[config.mk]
export PLATFORM = sky130hd
export DESIGN_NAME = lookup_index_gen_flat
export DESIGN_NICKNAME = d
export VERILOG_FILES = /design/src/rtl/lookup_index_gen_if.sv /design/src/rtl/lookup_index_gen.sv /design/src/flat_wrapper.sv
export SDC_FILE = /design/constraint.sdc
export NUM_CORES = 1
export LEC_CHECK = 0
export ABC_CLOCK_PERIOD_IN_PS = 5300
export CORE_ASPECT_RATIO = 2
export CORE_MARGIN = 2
export CORE_UTILIZATION = 50
export CTS_BUF_LIST = sky130_fd_sc_hd__clkbuf_8
export DETAILED_ROUTE_END_ITERATION = 16
export PLACE_DENSITY = 0.78
export SETUP_SLACK_MARGIN = 0.5
export SYNTH_ARGS = -nofsm -noshare
export SYNTH_HDL_FRONTEND = slang
export SYNTH_SLANG_ARGS = --single-unit
[constraint.sdc]
create_clock -name clk -period 5.3 [get_ports clk]
set_input_delay 0.53 -clock clk [delete_from_list [all_inputs] [get_ports clk]]
set_output_delay 0.53 -clock clk [all_outputs]
set_load 0.005 [all_outputs]
[src/rtl/lookup_index_gen_if.sv]
// Sample stream and run-control bundle for lookup_index_gen.
// The master drives samples and run control. The slave returns the index, residue, clamp flag and done.
// Combinational only. There is no flow control; the consumer takes out0/out1 every cycle.
interface lookup_index_gen_if #(
  parameter int DATA_W = 32
);
  logic              run;
  logic              running;
  logic              disabled;
  logic [DATA_W-1:0] in0;
  logic [DATA_W-1:0] out0;
  logic [DATA_W-1:0] out1;
  logic              clamped;
  logic              done;

  modport master (
    output run, running, disabled, in0,
    input  out0, out1, clamped, done
  );

  modport slave (
    input  run, running, disabled, in0,
    output out0, out1, clamped, done
  );
endinterface

[src/rtl/lookup_index_gen.sv]
// Converts samples into table index + fractional residue: (in0-base)>>shift, clamped to maxIndex.
// Latency: fixed 2 cycles in0 -> out0/out1/clamped; the run/delay/count window drives done.
// No backpressure: the pipeline advances every cycle. `running` low freezes only the window counters.
// Optional macro LOOKUP_INDEX_GEN_CLAMP_CNT_EN adds clampCount, the number of clamped samples in the window.
module lookup_index_gen #(
  parameter int DATA_W = 32,
  parameter int ADDR_W = 16,
  parameter int CNT_W  = 32
) (
  input  logic               clk,
  input  logic               rst_n,
  lookup_index_gen_if.slave  io,
  input  logic [DATA_W-1:0]  base,
  input  logic [4:0]         shift,
  input  logic [ADDR_W-1:0]  maxIndex,
  input  logic [CNT_W-1:0]   amount,
`ifdef LOOKUP_INDEX_GEN_CLAMP_CNT_EN
  output logic [CNT_W-1:0]   clampCount,
`endif
  input  logic [CNT_W-1:0]   delay0
);

  localparam logic [1:0] IDLE  = 2'd0;
  localparam logic [1:0] DELAY = 2'd1;
  localparam logic [1:0] COUNT = 2'd2;

  // Stage 1 registers: signed difference one bit wider than the data, so it cannot overflow.
  logic signed [DATA_W:0] diff_d, diff_q;
  logic [4:0]             shift_d, shift_q;
  // Stage 2 registers
  logic [DATA_W-1:0]      out0_d, out0_q;
  logic [DATA_W-1:0]      out1_d, out1_q;
  logic                   clamped_d, clamped_q;
  // Window FSM
  logic [1:0]             state_d, state_q;
  logic [CNT_W-1:0]       dcnt_d, dcnt_q;
  logic [CNT_W-1:0]       scnt_d, scnt_q;
  logic                   done_d, done_q;

  logic [DATA_W-1:0]      mag;
  logic [DATA_W-1:0]      q;
  logic [DATA_W-1:0]      mask;
  logic [DATA_W-1:0]      max_ext;
  logic                   run_accept;

  // Stage 1: sign-extend both operands and subtract. Also capture shift for stage 2.
  always_comb begin
    diff_d  = $signed({io.in0[DATA_W-1], io.in0}) - $signed({base[DATA_W-1], base});
    shift_d = shift;
  end

  // Stage 2: negative values clamp to 0, values too large clamp to maxIndex, otherwise split into index and residue.
  always_comb begin
    mag       = diff_q[DATA_W-1:0];
    q         = mag >> shift_q;
    mask      = ~({DATA_W{1'b1}} << shift_q);
    max_ext   = {{(DATA_W-ADDR_W){1'b0}}, maxIndex};
    out0_d    = '0;
    out1_d    = '0;
    clamped_d = 1'b0;
    if (diff_q[DATA_W]) begin
      clamped_d = 1'b1;
    end else if (q > max_ext) begin
      // Compare at full width so that index bits above ADDR_W also force the clamp.
      out0_d    = max_ext;
      clamped_d = 1'b1;
    end else begin
      out0_d = {{(DATA_W-ADDR_W){1'b0}}, q[ADDR_W-1:0]};
      out1_d = mag & mask;
    end
  end

  // A run pulse restarts the window from any state. In IDLE the pulse is ignored while disabled.
  assign run_accept = io.run && ((state_q != IDLE) || !io.disabled);

  // Window FSM: wait delay0+1 running cycles, then count amount+1 running cycles, then raise done.
  always_comb begin
    state_d = state_q;
    dcnt_d  = dcnt_q;
    scnt_d  = scnt_q;
    done_d  = done_q;
    case (state_q)
      DELAY: begin
        if (io.running) begin
          if (dcnt_q == delay0) begin
            state_d = COUNT;
            scnt_d  = '0;
          end else begin
            dcnt_d = dcnt_q + 1'b1;
          end
        end
      end
      COUNT: begin
        if (io.running) begin
          if (scnt_q == amount) begin
            state_d = IDLE;
            done_d  = 1'b1;
          end else begin
            scnt_d = scnt_q + 1'b1;
          end
        end
      end
      default: begin
        done_d = 1'b1;
      end
    endcase
    // A run pulse wins over a completion in the same cycle.
    if (run_accept) begin
      state_d = DELAY;
      dcnt_d  = '0;
      scnt_d  = '0;
      done_d  = 1'b0;
    end
  end

  // Pipeline and FSM state registers
  always_ff @(posedge clk or negedge rst_n) begin
    if (!rst_n) begin
      diff_q    <= '0;
      shift_q   <= '0;
      out0_q    <= '0;
      out1_q    <= '0;
      clamped_q <= 1'b0;
      state_q   <= IDLE;
      dcnt_q    <= '0;
      scnt_q    <= '0;
      done_q    <= 1'b1;
    end else begin
      diff_q    <= diff_d;
      shift_q   <= shift_d;
      out0_q    <= out0_d;
      out1_q    <= out1_d;
      clamped_q <= clamped_d;
      state_q   <= state_d;
      dcnt_q    <= dcnt_d;
      scnt_q    <= scnt_d;
      done_q    <= done_d;
    end
  end

  assign io.out0    = out0_q;
  assign io.out1    = out1_q;
  assign io.clamped = clamped_q;
  assign io.done    = done_q;

`ifdef LOOKUP_INDEX_GEN_CLAMP_CNT_EN
  logic [CNT_W-1:0] ccnt_d, ccnt_q;

  // Count clamped output samples while counting the window. Saturate at the maximum and hold the value after done.
  always_comb begin
    ccnt_d = ccnt_q;
    if (run_accept) begin
      ccnt_d = '0;
    end else if ((state_q == COUNT) && io.running && clamped_q && (ccnt_q != {CNT_W{1'b1}})) begin
      ccnt_d = ccnt_q + 1'b1;
    end
  end

  // Clamp counter register
  always_ff @(posedge clk or negedge rst_n) begin
    if (!rst_n) begin
      ccnt_q <= '0;
    end else begin
      ccnt_q <= ccnt_d;
    end
  end

  assign clampCount = ccnt_q;
`endif

endmodule
[src/flat_wrapper.sv]
// flat-port wrapper written by rule: the top's interface ports become plain ports
module lookup_index_gen_flat 
#(
  parameter int DATA_W = 32,
  parameter int ADDR_W = 16,
  parameter int CNT_W  = 32
)
  (clk, rst_n, base, shift, maxIndex, amount, delay0, io_run, io_running, io_disabled, io_in0, io_out0, io_out1, io_clamped, io_done);
  lookup_index_gen_if #(.DATA_W(DATA_W)) io_i ();
  input  logic clk;
  input  logic rst_n;
  input  logic [DATA_W-1:0] base;
  input  logic [4:0] shift;
  input  logic [ADDR_W-1:0] maxIndex;
  input  logic [CNT_W-1:0] amount;
  input  logic [CNT_W-1:0] delay0;
  input wire logic [$bits(io_i.run)-1:0] io_run;
  input wire logic [$bits(io_i.running)-1:0] io_running;
  input wire logic [$bits(io_i.disabled)-1:0] io_disabled;
  input wire logic [$bits(io_i.in0)-1:0] io_in0;
  output wire logic [$bits(io_i.out0)-1:0] io_out0;
  output wire logic [$bits(io_i.out1)-1:0] io_out1;
  output wire logic [$bits(io_i.clamped)-1:0] io_clamped;
  output wire logic [$bits(io_i.done)-1:0] io_done;
  assign io_i.run = io_run;
  assign io_i.running = io_running;
  assign io_i.disabled = io_disabled;
  assign io_i.in0 = io_in0;
  assign io_out0 = io_i.out0;
  assign io_out1 = io_i.out1;
  assign io_clamped = io_i.clamped;
  assign io_done = io_i.done;
  lookup_index_gen #(.DATA_W(DATA_W), .ADDR_W(ADDR_W), .CNT_W(CNT_W)) u_core (.clk(clk), .rst_n(rst_n), .io(io_i), .base(base), .shift(shift), .maxIndex(maxIndex), .amount(amount), .delay0(delay0));
endmodule
### Yosys cells after proc, flatten, opt, wreduce, memory -nomap -nowiden

Cells that the tools add are included.

| operators by class | value |
|---|---|
| add/subtract/negate cells | 3 |
| order comparisons | 1 |
| equality and inequality tests | 11 |
| shift operators | 2 |
| multiplexer cells | 26 |
| bitwise operators | 2 |
| reduce and logical (&&, ||, !) cells | 11 |

Operators by type and width:

| operator | number |
|---|---|
| 32-bit two-way mux | 12 |
| 32-bit by 1-bit adder with 32-bit output (second input constant) | 2 |
| 32-bit equality test | 2 |
| 32-bit case mux with 2 select lines | 1 |
| 32-bit by 32-bit subtractor with 33-bit output | 1 |
| 32-bit AND | 1 |
| 32-bit by 16-bit greater-than comparator with 1-bit output | 1 |
| 32-bit NOT | 1 |
| 32-bit by 5-bit << shifter with 32-bit output (first input constant) | 1 |
| 32-bit by 5-bit right shift with 32-bit output | 1 |
| 16-bit two-way mux | 1 |
| 2-bit two-way mux | 5 |
| 5-bit AND reduction | 2 |
| 3-bit by 2-bit != test with 1-bit output (second input constant) | 3 |
| 3-bit by 1-bit != test with 1-bit output (second input constant) | 2 |
| 3-bit AND reduction | 2 |
| 2-bit nonzero test | 3 |
| 1-bit two-way mux | 5 |
| 2-bit by 1-bit != test with 1-bit output (second input constant) | 2 |
| 2-bit case mux with 2 select lines | 1 |
| 3-bit nonzero test | 1 |
| 2-bit by 1-bit equality test with 1-bit output (second input constant) | 1 |
| 2-bit equality test (second input constant) | 1 |
| 1-bit case mux with 2 select lines | 1 |
| other kinds (3) | 3 |

| storage, ports and cells | value |
|---|---|
| bits in registers | 170 |
| logic and storage cells | 65 |

### Logic depth before layout (Yosys ltp)

Gate-level depths: netlist of run 1.

| depth | value |
|---|---|
| depth after elaboration | 5 |
| gate-level depth with buffers | 22 |
| mapped depth without buffers | 18 |

### Least setup slack after synthesis of run 1

No wires, ideal clock.

| timing path | value |
|---|---|
| path type | flip-flop to flip-flop |
| start | register u_core.shift_q[1] |
| end | register u_core.out1_q[12] (netlist: u_core.io.out1[12]) |
| library setup time | 0.070 ns |
| arrival | 4.170 ns |
| required time | 5.230 ns |
| setup slack | 1.059 ns |
| cell stages (with the launch flop) | 22 |
| cell sequence | dfrtp_1 buf_1 buf_2 buf_2 mux2i_1 nand2_1 o21ai_0 o21ai_0 o21ai_0 o22ai_1 ha_1 a21o_1 a21o_1 a21o_1 a21o_1 a211o_1 a221o_1 a21oi_4 nand2b_1 buf_6 buf_12 nor2_4 |

| on the way | value |
|---|---|
| longest elaborated chain between the ends | 5 |
| elaborated cells between the ends (all ways) | 7 |
| those cells by class | order compare (1); shift (2); mux (2); bitwise (2) |

Ends and longest elaborated chain:

| item | RTL line | RTL |
|---|---|---|
| from (decl) | lookup_index_gen.sv:29 | `logic [4:0] shift_d, shift_q;` |
| from (signal assigned) | lookup_index_gen.sv:130 | `shift_q <= shift_d;` |
| branches (longest 3 deep; another with 32-bit by 16-bit greater-than comparator with 1-bit output) | -- |  |
| 32-bit two-way mux * | lookup_index_gen.sv:63 | `end else if (q > max_ext) begin` |
| 32-bit two-way mux * | lookup_index_gen.sv:61 | `if (diff_q[DATA_W]) begin` |
| via u_core.out1_d[12] | lookup_index_gen.sv:32 | `logic [DATA_W-1:0] out1_d, out1_q;` |
| to (signal assigned) | lookup_index_gen.sv:132 | `out1_q <= out1_d;` |
| to (decl) | lookup_index_gen.sv:32 |  |

Mark *: on every way through the listed nets, which the timed path passes.
A chain may end at the register's enable or synchronous reset.

### Worst setup path in the final report of run 1

| timing path | value |
|---|---|
| start | register u_core.shift_q[0] |
| end | register u_core.out1_q[26] (netlist: u_core.io.out1[26]) |

The elaborated chain is that of the path after synthesis.

==> run metrics, run 1 <==
max-cap violations 0; crit-path cells buf_6 > nor2b_1 > a21oi_1 > o21ai_0 > o21ai_0 > mux2_2 > o22ai_1 > ha_1 > a21o_1 > a21o_1 > a21o_1 > a211o_1 > a221o_1 > a21oi_4 > nand2b_1 > buf_4 > nor3_2; Max VDD drop 212 uV; Clock Latency Late Sink 0.49 ns; clock sink count 153; CTS Buffer Depth 2; Post-DP HPWL 24500 um; WHS 0.0408 ns; depth of the CTS H-tree 4; final hold viol count 0; Setup WS post-layout 0.802 ns; Commonest cells post-synth dfrtp_1, nor2_1, xnor2_1; top post-synthesis cells by area dfrtp_1, xnor2_1, ha_1, xor2_1, nor2_1; postcts setup bufs 0; Pins Over Slew Limit 0; DRC viols 0; worst clock skew 0.0169 ns; num rows 76; Layout area overhead 23.9%; delay-heaviest family, CP compound AO/OA/AOI/OAI gates; Crit path required time 5.70 ns; RD Place Congestion 1.03; Most common cell on crit path a21o_1; die width 108 um; Tcrit/Tclk final 84.9%; share of post-route cells with drive strength above 1 9.30%; Congestion Overflow GR 0; Final setup viols 0; Distinct cells, synth 74; Synth area leader dfrtp_1; Reg power frac 39.6%; routed vias/inst 5.66; io pins 220; Die Y 212 um; top cell type's share of synthesized area 35.1%; Hold Path Class in2async; slowest stage cell on the critical path o21ai_0; PostCTS Resize Cnt 0; top-count cell post-synth dfrtp_1; Post-synth EDFFs 0; critical path launch point type flip-flop; CTS tree built; final setup TNS 0 ns; Post-CTS Hold Buffers 0; Worst-Margin Slew 1.01 ns; final WL 30600 um; Int Pwr 0.00229 W; Die ar. 22900 um2; Port Buffers 202; DR vias 9280; Yosys warnings 0; Gate Count Post-Synth 1165; CORE AREA 21400 um2; Slew headroom 32.8%; WP buf/inv 2; crit-path max cell delay 0.43 ns; logic gate share of total power 35.0%; final antenna-violating net count 0; crit path capture type flip-flop; gr usage total 27.5%; Crit Path Max Fanout 37; Fmax 222 MHz; leakage 5.86 nW; unrepaired setup endpoints after global routing false; switching pwr 0.00126 W; Final Non-Filler Cells 1639; Worst Path Class, Setup reg2reg; Synth Area per Inst 9.29 um2; clock root buffer clkbuf_8; Worst EP arrival 4.90 ns; first-pass GRT wire length 47800 um; largest net degree at the start of global routing 76; Routed wire per std cell 18.7 um; Mapped Area 10800 um2; status completed; Synth Register Bits 153; Initial Utilization 50.6%; switching share of total power 35.5%; Iter 0 DRT Violations 589; clock-pin slew on the worst setup and hold paths 0.09 ns; Clk pwr share 25.4%; DP Cell Count 1606; sequential area share after synthesis 35.4%; Synth async-reset ratio 100%; crit path time final 4.50 ns; Final #Nets 1560; PwrDens 265 nW/um2; Worst Setup Slack post-DPL 0.708 ns; DRT Pass-1 Iters 5; vias in the first global route 9648; CTS Buf Count 17; initial antenna violation count 1; Top FF cell, synth dfrtp_1
worst register-to-register path: stages (launching register included):
cell and delay (ns):
dfrtp_1 0.41, buf_6 0.22, nor2b_1 0.19, a21oi_1 0.08
o21ai_0 0.43, o21ai_0 0.23, mux2_2 0.33, o22ai_1 0.27
ha_1 0.31, a21o_1 0.16, a21o_1 0.16, a21o_1 0.17
a211o_1 0.31, a221o_1 0.37, a21oi_4 0.20, nand2b_1 0.10
buf_4 0.25, nor3_2 0.22
through the flow:
step	total power, W	utilization, %	cell area, um2
finish	0.00355	62.7	13400
global placement	0.00264	60.8	13000
floorplan	0.00217	-	10900
detailed placement	0.00266	60.8	13000
global route	0.00375	62.7	13400
CTS	0.00357	62.7	13400
final cells by class:
type	instances	area, um2
clock inverters	15	163
fillers	1878	7980
clock buffers	17	234
inverters	77	289
repair buffers	219	2150
diodes	1	2.50
multi-input cells	884	6400
flip-flops and latches	153	3830
well taps	273	342
power by group through the flow:
stage	combinational, W	sequential, W	clock, W
6_report	0.00124	0.00141	0.000902
2_1_floorplan	0.000789	0.00138	0
3_3_place_gp	0.00122	0.00142	0
5_1_grt	0.00136	0.00142	0.000972
4_1_cts	0.00124	0.00140	0.000929
3_5_place_dp	0.00123	0.00143	0
final timing paths:
kind / start / end / slack [ns] / cells past startpoint
worst min register to register: u_core.diff_q[0]$_DFF_PN0_ / u_core.io.out1[0]$_DFF_PN0_ / 0.51 / 2
worst max register to register: u_core.shift_q[0]$_DFF_PN0_ / u_core.io.out1[26]$_DFF_PN0_ / 0.80 / 17
min in group clk: shift[2] / u_core.shift_q[2]$_DFF_PN0_ / 0.49 / 1
worst min-delay path: rst_n / u_core.dcnt_q[0]$_DFFE_PN0P_ / 0.04 / 1
worst max-delay path: u_core.shift_q[0]$_DFF_PN0_ / u_core.io.out1[26]$_DFF_PN0_ / 0.80 / 17
max in group asynchronous: rst_n / u_core.shift_q[1]$_DFF_PN0_ / 4.14 / 2
cells in the final DEF (no fill, tap or decap), types with 9 or more instances in the layout:
cell type        netlist  layout
xnor2_1               83      83
nand2b_1               9       9
inv_1                 76      76
a211oi_2              15      15
nor3_1                21      21
dfrtp_1              152     150
a21o_1                24      24
nor2b_1               11      11
mux2i_1               38      38
nand2_1               77      77
a21oi_1               48      48
xor2_1                67      67
clkbuf_8               0      17
buf_4                 17      16
and3_1                11      11
o22ai_1               10      10
nor2_1               134     134
mux4_2                15      15
nand3_1               22      22
nor2_4                 9       9
nor4_1                22      22
clkdlybuf4s50_1        0     201
nand4_1               28      28
a211oi_1              14      14
conb_1                 1      17
o21ai_0               42      42
ha_1                  53      53
cell families (layout without fill, tap and decap cells):
logic type                 Yosys count  in the layout  synth area share, %
AOI/OAI and AO/OA                  212            212                 13.6
xor gates and xnor gates           150            150                 12.1
adders and majority gates           54             54                 6.31
buffers and inverters              144            328                 6.08
DFF                                153            153                 35.4
muxes                               62             62                 7.85
other                                1             18               0.0346
and+or+nand+nor                    389            389                 18.6
sequential cells by signal, summed over array words and instances (netlist names):
signal	flops
u_core.diff_q	33
u_core.dcnt_q	32
u_core.scnt_q	32
u_core.io.out1	31
u_core.io.out0	16
u_core.shift_q	5
u_core.state_q	2
u_core.io.clamped	1
u_core.io.done	1
per-layer routing:
layer	global-route usage [%]	share of wire, %
met5	0	0
met4	21.9	8.8
met3	5.15	5.0
met2	52.4	55
met1	24.1	31
Note: power is estimated with default switching activity, not from simulation.
==> run 2, diff against run 1 <==
Settings changed: ABC_CLOCK_PERIOD_IN_PS 5300 to 4500.
Clock period 5.3 ns to 4.5 ns, I/O delays scaled along.
==> run metrics, run 2 (synthesis results as in run 1) <==
crit path from u_core.shift_q[0]$_DFF_PN0_; logic gate share of total power 38.2%; final hold viol count 0; DRC viols 0; clock-pin slew on the worst setup and hold paths 0.08 ns; Layout Utilization 67.8%; routed vias/inst 5.67; vias in the first global route 9759; Port Buffers 202; max-cap violations 0; RD Place Congestion 0.954; Pins Over Slew Limit 0; first-pass GRT wire length 49100 um; Iter 0 DRT Violations 545; Worst Path Class, Setup reg2reg; Worst EP arrival 4.50 ns; max FFs per register 33; initial antenna violation count 1; Final Non-Filler Cells 1693; Routed wire per std cell 19.0 um; Tcrit/Tclk final 91.6%; Int Pwr 0.00303 W; Hold Path Class in2reg; Max VDD drop 191 uV; M3 GR Usage 4.60%; Largest regs u_core.diff_q (33), u_core.dcnt_q (32), u_core.scnt_q (32); CORE AREA 21400 um2; Layout area overhead 34.0%; clock root buffer clkbuf_8; Reg power frac 36.0%; status completed; switching pwr 0.00159 W; Slew headroom 44.7%; crit path time final 4.12 ns; Clk pwr share 25.8%; final antenna-violating net count 0; most common cell after layout, fill and taps aside clkdlybuf4s50_1; die width 108 um; met1 Resource Use GR 25.1%; Top reg by flops u_core.diff_q; Initial Utilization 50.6%; gr usage total 27.9%; final instance area 14500 um2; Crit path required time 4.87 ns; switching share of total power 34.4%; Post-DP HPWL 24500 um; Setup WS post-layout 0.377 ns; depth of the CTS H-tree 4; unrepaired setup endpoints after global routing true; leakage 6.29 nW; Final #Nets 1614; DR vias 9592; Placed Area 13100 um2; Clock Latency Late Sink 0.46 ns; Crit Path Max Fanout 5; GRT busiest layer met2; largest net degree at the start of global routing 78; Worst R2R Start u_core.shift_q[0]$_DFF_PN0_; num rows 76; DRT Pass-1 Iters 5; Reg-to-Reg End u_core.io.out1[9]$_DFF_PN0_; Worst Setup Slack post-DPL 0.0330 ns; Reg2Reg Depth 18; Die ar. 22900 um2; Fmax 243 MHz; clock sink count 153; critical path launch point type flip-flop; final WL 32200 um; termination of the worst setup path u_core.io.out1[9]$_DFF_PN0_; Die Y 212 um; CTS Buffer Depth 2; most frequent cells in the layout clkdlybuf4s50_1, dfrtp_1, nor2_1; final setup TNS 0 ns; DP Cell Count 1616; worst clock skew 0.0130 ns; PwrDens 319 nW/um2; FF-to-FF setup slack 0.38 ns; CTS Buf Count 17; Congestion Overflow GR 0; crit path capture type flip-flop; io pins 220; Worst-Margin Slew 0.822 ns; Final setup viols 0; GR Layer Usage met2 54.2%; CTS tree built; share of post-route cells with drive strength above 1 17.1%
## run 2: worst min-delay path by stage
stage,start,end,slack [ns],cells after the start
after global routing,shift[4],u_core.shift_q[4]$_DFF_PN0_,0.41,1
after detailed placement,u_core.io.done$_DFFE_PN1P_,u_core.io.done$_DFFE_PN1P_,0.50,2
final,shift[3],u_core.shift_q[3]$_DFF_PN0_,0.43,1
after global placement,u_core.io.done$_DFFE_PN1P_,u_core.io.done$_DFFE_PN1P_,0.49,2
after CTS,shift[3],u_core.shift_q[3]$_DFF_PN0_,0.40,1
after floorplan,rst_n,u_core.dcnt_q[0]$_DFFE_PN0P_,0.15,0
## run 2: power groups by stage
stage,logic [W],clock network (W),registers (W)
global placement,0.00149,0,0.00167
floorplan,0.000931,0,0.00162
finish,0.00176,0.00119,0.00167
global route,0.00190,0.00128,0.00168
detailed placement,0.00151,0,0.00168
CTS,0.00162,0.00122,0.00165
## run 2: critical path, cell delays in order (launching register included)
cell        delay (ns)
dfrtp_2           0.44
buf_4             0.17
buf_4             0.14
clkinvlp_4        0.13
mux2i_4           0.31
mux2i_2           0.13
mux2_4            0.31
o22ai_4           0.21
ha_4              0.23
a21o_1            0.18
a21o_1            0.15
a21o_1            0.15
a211o_1           0.28
a221o_1           0.37
a21oi_4           0.23
buf_4             0.16
nand2b_4          0.10
buf_12            0.16
nor3b_2           0.17
## run 2: cell type report
cell class	count	area (um2)
Antenna cell	1	2.50
Timing Repair inverter	1	7.51
Fill cell	1715	6890
Inverter	77	293
Multi-Input combinational cell	884	6730
Tap cell	273	342
Timing Repair Buffer	272	2830
Clock buffer	20	275
Clock inverter	12	184
Sequential cell	153	3830
## run 2: what timing repair did
action,in CTS,in global routing
gates cloned,5,6
setup buffers,14,18
gates resized for setup,41,67
hold buffers,1,0
pin swaps,27,22
endpoints found under the setup margin,48,48
endpoints found under the hold margin,2,0
## run 2: routing by layer
| metal | wire length [um] | vias to the layer above |
|---|---|---|
| met3 | 1590 | 128 |
| met2 | 18100 | 345 |
| met4 | 2400 | 0 |
| met1 | 10100 | 4610 |
| li1 | - | 4509 |
| met5 | 0 | - |
## run 2: stage by stage
stage	hold slack [ns]	total power (W)
after global routing	0.412	0.00485
after detailed placement	0.497	0.00318
final	0.427	0.00462
after CTS	0.404	0.00449
after floorplan	0.154	0.00255
after global placement	0.490	0.00316
==> run 3, diff against run 2 <==
Settings changed: CTS_CLUSTER_SIZE set to 12.
==> results of run 3 <==
Final layout, timing and power as in run 2 (identical DEF).
